===== config.mk =====
export PLATFORM = sky130hd
export DESIGN_NAME = wb_sram_burst_bridge
export DESIGN_NICKNAME = d
export VERILOG_FILES = /design/src/rtl/wb_sram_bridge_pkg.sv /design/src/rtl/wb_sram_rd_pipe.sv /design/src/rtl/wb_sram_burst_bridge.sv
export SDC_FILE = /design/constraint.sdc
export NUM_CORES = 1
export LEC_CHECK = 0
export ABC_AREA = 1
export BUFFER_PORTS_ARGS = -buffer_cell sky130_fd_sc_hd__clkbuf_2
export CAP_MARGIN = 20
export CORE_MARGIN = 2
export CORE_UTILIZATION = 35
export CTS_CLUSTER_DIAMETER = 50
export DETAILED_ROUTE_END_ITERATION = 6
export PLACE_DENSITY = 0.92
export RECOVER_POWER = 25
export REMOVE_ABC_BUFFERS = 1
export SLEW_MARGIN = 10
export SYNTH_ARGS = -nofsm -noshare
export SYNTH_HDL_FRONTEND = slang
export SYNTH_SLANG_ARGS = --single-unit

===== constraint.sdc =====
create_clock -name clk -period 2.3 [get_ports clk]
set_input_delay 0 -clock clk [delete_from_list [all_inputs] [get_ports clk]]
set_output_delay 0 -clock clk [all_outputs]
set_load 0.1 [all_outputs]

===== src/rtl/wb_sram_bridge_pkg.sv =====
// Shared types for the Wishbone-to-SRAM burst bridge.
// Holds the bridge FSM encoding and the Wishbone CTI/BTE codes it decodes.
package wb_sram_bridge_pkg;

    typedef enum logic [1:0] {
        IDLE      = 2'd0,
        RD_SINGLE = 2'd1,
        RD_BURST  = 2'd2
    } bridge_state_e;

    localparam logic [2:0] CTI_CLASSIC = 3'b000;
    localparam logic [2:0] CTI_INCR    = 3'b010;
    localparam logic [2:0] CTI_END     = 3'b111;
    localparam logic [1:0] BTE_LINEAR  = 2'b00;

endpackage


===== src/rtl/wb_sram_rd_pipe.sv =====
// Read-valid tracker: one bit per SRAM read in flight, DEPTH clocks long.
// Ports: clk, rstn (async low), push (read issued), flush (drop all), head (data valid now).
module wb_sram_rd_pipe #(
    parameter int DEPTH = 2
) (
    input  logic clk,
    input  logic rstn,
    input  logic push,
    input  logic flush,
    output logic head
);

    logic [DEPTH-1:0] pipe_q;
    logic [DEPTH-1:0] pipe_d;

    always_comb begin
        pipe_d = (pipe_q << 1) | DEPTH'(push);
        if (flush) begin
            pipe_d = '0;
        end
    end

    always_ff @(posedge clk or negedge rstn) begin
        if (!rstn) begin
            pipe_q <= '0;
        end else begin
            pipe_q <= pipe_d;
        end
    end

    assign head = pipe_q[DEPTH-1];

endmodule


===== src/rtl/wb_sram_burst_bridge.sv =====
// Wishbone B3 slave to byte-enable SRAM bridge with pipelined linear read bursts.
// Ports: clk, rstn; wb_s_* Wishbone slave side; sram_m_* SRAM client side.
module wb_sram_burst_bridge
    import wb_sram_bridge_pkg::*;
#(
    parameter int WB_ADDR_WIDTH = 32,
    parameter int ADDRESS_WIDTH = 10,
    parameter int DATA_WIDTH    = 32,
    parameter int READ_LATENCY  = 2
) (
    input  logic                       clk,
    input  logic                       rstn,
    input  logic                       wb_s_cyc,
    input  logic                       wb_s_stb,
    input  logic                       wb_s_we,
    input  logic [WB_ADDR_WIDTH-1:0]   wb_s_adr,
    input  logic [DATA_WIDTH/8-1:0]    wb_s_sel,
    input  logic [DATA_WIDTH-1:0]      wb_s_dat_w,
    input  logic [2:0]                 wb_s_cti,
    input  logic [1:0]                 wb_s_bte,
    output logic [DATA_WIDTH-1:0]      wb_s_dat_r,
    output logic                       wb_s_ack,
    output logic                       wb_s_err,
    output logic                       wb_s_tgd_r,
    output logic [ADDRESS_WIDTH-1:0]   sram_m_addr,
    output logic                       sram_m_read_en,
    output logic                       sram_m_write_en,
    output logic [DATA_WIDTH/8-1:0]    sram_m_byte_en,
    output logic [DATA_WIDTH-1:0]      sram_m_write_data,
    input  logic [DATA_WIDTH-1:0]      sram_m_read_data
);

    localparam int AL = $clog2(DATA_WIDTH / 8);
    localparam logic [WB_ADDR_WIDTH-1:0] WORD_MASK =
        WB_ADDR_WIDTH'(((64'd1 << ADDRESS_WIDTH) - 64'd1) << AL);

    bridge_state_e state_q, state_d;
    logic [ADDRESS_WIDTH-1:0] burst_addr_q, burst_addr_d;
    logic [ADDRESS_WIDTH-1:0] bus_word;
    logic [ADDRESS_WIDTH-1:0] addr_mux;

    logic req, incr, linear;
    logic push, flush, head;
    logic rd_en, wr_en, rd_ack, wr_ack;
    logic unused_adr;

    assign req      = wb_s_cyc & wb_s_stb;
    assign incr     = (wb_s_cti == CTI_INCR);
    assign linear   = (wb_s_bte == BTE_LINEAR);
    assign bus_word = wb_s_adr[ADDRESS_WIDTH+AL-1:AL];

    // Byte-lane and out-of-range address bits carry no meaning here.
    assign unused_adr = ^(wb_s_adr & ~WORD_MASK);

    always_comb begin
        state_d      = state_q;
        burst_addr_d = burst_addr_q;
        addr_mux     = bus_word;
        push         = 1'b0;
        flush        = 1'b0;
        rd_en        = 1'b0;
        wr_en        = 1'b0;
        rd_ack       = 1'b0;
        wr_ack       = 1'b0;
        unique case (state_q)
            IDLE: begin
                if (req && wb_s_we) begin
                    wr_en  = 1'b1;
                    wr_ack = 1'b1;
                end else if (req) begin
                    rd_en = 1'b1;
                    push  = 1'b1;
                    if (incr && linear) begin
                        state_d      = RD_BURST;
                        burst_addr_d = bus_word + ADDRESS_WIDTH'(1);
                    end else begin
                        state_d = RD_SINGLE;
                    end
                end
            end
            RD_SINGLE: begin
                // Return to IDLE when the data lands, even if the master
                // walked away meanwhile; it gets re-served from scratch.
                if (head) begin
                    rd_ack  = req & ~wb_s_we;
                    state_d = IDLE;
                end
            end
            RD_BURST: begin
                addr_mux = burst_addr_q;
                rd_ack   = head & req & ~wb_s_we;
                // Any break in the burst drops the speculative reads.
                if (!req || wb_s_we || (rd_ack && !incr)) begin
                    flush   = 1'b1;
                    state_d = IDLE;
                end else if (incr) begin
                    rd_en        = 1'b1;
                    push         = 1'b1;
                    burst_addr_d = burst_addr_q + ADDRESS_WIDTH'(1);
                end
            end
            default: begin
                state_d = IDLE;
            end
        endcase
    end

    always_ff @(posedge clk or negedge rstn) begin
        if (!rstn) begin
            state_q      <= IDLE;
            burst_addr_q <= '0;
        end else begin
            state_q      <= state_d;
            burst_addr_q <= burst_addr_d;
        end
    end

    wb_sram_rd_pipe #(
        .DEPTH(READ_LATENCY)
    ) u_rd_pipe (
        .clk  (clk),
        .rstn (rstn),
        .push (push),
        .flush(flush),
        .head (head)
    );

    // Strobes are gated by reset so a request on the bus is ignored
    // without waiting for a clock edge.
    assign wb_s_ack          = rstn & (wr_ack | rd_ack);
    assign sram_m_read_en    = rstn & rd_en;
    assign sram_m_write_en   = rstn & wr_en;
    assign sram_m_addr       = addr_mux;
    assign sram_m_byte_en    = wb_s_sel;
    assign sram_m_write_data = wb_s_dat_w;
    assign wb_s_dat_r        = sram_m_read_data;
    assign wb_s_err          = 1'b0;
    assign wb_s_tgd_r        = 1'b0;

endmodule

==> reports/qor.yml <==
synthCells: 232
hold_end: "wb_s_dat_r[15]"
postCtsSetupBuffers: 0
p_leak_nw: 0.803
worst_r2r_path_depth: 14
overflow: 0
max-clock-path-buffers: 2
drive_gt1_frac: 0.333
postCtsResizedCells: 0
synth.avg_cell_area_um2: 7.43
status: "complete, no violations"
initial_utilization: 0.365
hold_start: "sram_m_read_data[15]"
core-area_um2: 4720
rsz0062_at_grt: "false"
startpoint: "state_q[0]"
min_path_cells: 0
r2r_setup_slack_ps: 290
tightestPinTransition_ps: 548
diodes: 0
cts.sinks: 14
clk_pin_slew_ps: 60
ant_nets: 0
crit-reg2reg-launch: "state_q[0]"
ys_seq_area_frac: 0.203
layout_min_cycle_time_ps: 2010
max_cap_viol_count: 0
root_buffer: "clkbuf_8"
worst_slack_ps: 293
synth_cell_types: 29
p_total_w: 0.00132
dpl_cell_area_um2: 1500
vdd_ir_drop_max_uv: 345
syn-cell-area_um2: 1720
die_h_um: 74.2
crit_path_start_kind: "flop"
crit_arrival_ps: 2150
finClkSkew_ps: 3.93
setup_viol: 0
path_max_fanout: 13
finalCritPeriodShare: 0.873
routabilityCongestion: 1.04
dpl.hpwl_um: 8640
stdcell_area_um2: 1560
fin_hold_ws_ps: 0.837
antenna_found_initial: 0
max_freq_mhz: 498
r2r_end: "burst_addr_q[8]"
critPathMostFrequentCell: "nand2_1"
grt_max_degree: 16
drc_errors: 0
port_buffers: 32
vias: 1367
critPathMaxStageDelay_ps: 380
fillCellCount: 497
die_x_um: 74.2
finish.net_count: 313
avgViaCountPerCell: 5.16
critical_path_class: "flop to flop"
endpoint_kind: "flop"
first_iter_violations: 44
place_ws_ps: 311
track_usage: 0.335
critPathSlowestCell: "dfrtp_1"
htree_levels: 1
cts_tree: "done"
finalCoreUtilization: 0.331
wirelength_um: 9280
io_pins: 193
syn_to_final_growth_pct: -9.43
slew_violations: 0
grt_pass1_vias: 1232
std_cell_rows: 25
dieArea_um2: 5500
firstDrtPassIters: 6
grt_pass1_wl_um: 11500
finalHoldViolations: 0
pwr_density_cell_nw_per_um2: 844
relSlewSlack: 0.636
wl_per_cell_um: 35.0
yosys_warnings: 0
hold_path.class: "input port to primary output"
worstSkewPairLatency_ps: 250
crit_required_ps: 2440
ys_ff_latch: 14
worstPathCellList: "inv_1 -> ha_1 -> buf_4 -> inv_6 -> nand2_2 -> nand2_2 -> ha_1 -> nand2_2 -> nor2_4 -> nand2_1 -> nand2_1 -> nand2_1 -> nand2_1 -> nand2_1"
cts_buffers: 3
area by class of cell:
type	instances	area, µm²	share of cell area
Clock buffer	4	55.1	0.0353
Inverter	19	76.3	0.0489
Multi-Input combinational cell	126	713	0.457
Sequential cell	14	350	0.224
Tap cell	67	83.8	0.0537
Timing Repair Buffer	35	283	0.181
stage by stage:
stage               TNS, ps  instances
floorplan             -2750        159
global placement          0        260
detailed placement        0        260
CTS                       0        265
global route              0        265
finish                    0        265
cells in the mapped netlist:
| cell | count | area share |
|---|---|---|
| o21ai_2 | 1 | 0.0051 |
| ha_1 | 4 | 0.029 |
| o211ai_1 | 1 | 0.0044 |
| nand2_2 | 12 | 0.044 |
| nand2_1 | 50 | 0.11 |
| nor2_4 | 4 | 0.026 |
| nand2_4 | 5 | 0.033 |
| conb_1 | 1 | 0.0022 |
| buf_12 | 2 | 0.023 |
| o2111ai_1 | 1 | 0.0051 |
| o21ai_0 | 3 | 0.0087 |
| or2_2 | 1 | 0.0036 |
| inv_6 | 1 | 0.0051 |
| o21ai_1 | 6 | 0.017 |
| o21bai_1 | 1 | 0.0044 |
| a21oi_1 | 1 | 0.0029 |
| nand3_2 | 1 | 0.0058 |
| buf_6 | 2 | 0.013 |
| xnor2_1 | 1 | 0.0051 |
| inv_1 | 18 | 0.039 |
| nand4_2 | 1 | 0.0073 |
| a21oi_4 | 1 | 0.0094 |
| o21ai_4 | 1 | 0.0094 |
| buf_4 | 70 | 0.30 |
| nor2_1 | 12 | 0.026 |
| nand4_1 | 4 | 0.015 |
| dfrtp_1 | 14 | 0.20 |
| xor2_1 | 1 | 0.0051 |
| nand3_1 | 12 | 0.035 |
repair_timing:
| action | 4_1_cts | 5_1_grt |
|---|---|---|
| hold buffers | 1 | 0 |
| setup endpoints to repair | 0 | 0 |
| endpoints found under the hold margin | 14 | 0 |
where the power goes:
group          switching (W)  leakage (nW)  internal (W)
sequential         0.0000595         0.178      0.000346
clock              0.0000996        0.0288      0.000152
combinational       0.000460         0.597      0.000201
kinds of logic after synthesis:
logic type,count (synthesis),synth area share
simple gates,102,0.303
buf+inv,93,0.385
compound gates,16,0.0668
flops,14,0.203
fa+ha+maj,4,0.0290
xor+xnor,2,0.0102
other cells,1,0.00217
worst max-delay path by stage:
| stage | end | slack [ps] | cells after the start |
|---|---|---|---|
| finish | burst_addr_q[8] | 290 | 14 |
| global route | burst_addr_q[8] | 130 | 14 |
| CTS | burst_addr_q[8] | 290 | 14 |
| detailed placement | burst_addr_q[8] | 310 | 14 |
| global placement | burst_addr_q[8] | 390 | 14 |
| floorplan | burst_addr_q[8] | -710 | 10 |
layout by cell type (no fill, tap or decap):
cell	Yosys	layout
nand2_1	50	50
clkbuf_2	0	23
inv_1	18	18
dfrtp_1	14	14
nand2_2	12	12
nor2_1	12	12
nand3_1	12	12
o21ai_1	6	6
buf_12	2	6
nand2_4	5	5
buf_4	70	5
nand4_1	4	4
nor2_4	4	4
ha_1	4	4
clkbuf_8	0	4
o21ai_0	3	3
conb_1	1	2
inv_6	1	1
o21ai_4	1	1
nand3_2	1	1
o2111ai_1	1	1
a21oi_1	1	1
o211ai_1	1	1
a21oi_4	1	1
nand4_2	1	1
o21bai_1	1	1
xnor2_1	1	1
xor2_1	1	1
or2_2	1	1
o21ai_2	1	1
dlygate4sd3_1	0	1
registers in the layout (all words and copies together) (netlist names):
register	flops
burst_addr_q	10
state_q	2
u_rd_pipe.pipe_q	2
metal layers:
| layer | GRT usage | up-vias | part of all wire |
|---|---|---|---|
| li1 | - | 581 | - |
| met1 | 0.159 | 584 | 0.16 |
| met2 | 0.593 | 161 | 0.51 |
| met3 | 0.373 | 39 | 0.24 |
| met4 | 0.246 | 2 | 0.089 |
| met5 | 0.0463 | - | 0.0043 |
worst max-delay path, delay by kind of cell (launching register included):
| kind | cells | cell delay, ps |
|---|---|---|
| flops | 1 | 380 |
| simple gates | 9 | 660 |
| buf+inv | 3 | 440 |
| fa+ha+maj | 2 | 410 |
Power figures use the tool's default switching activity.
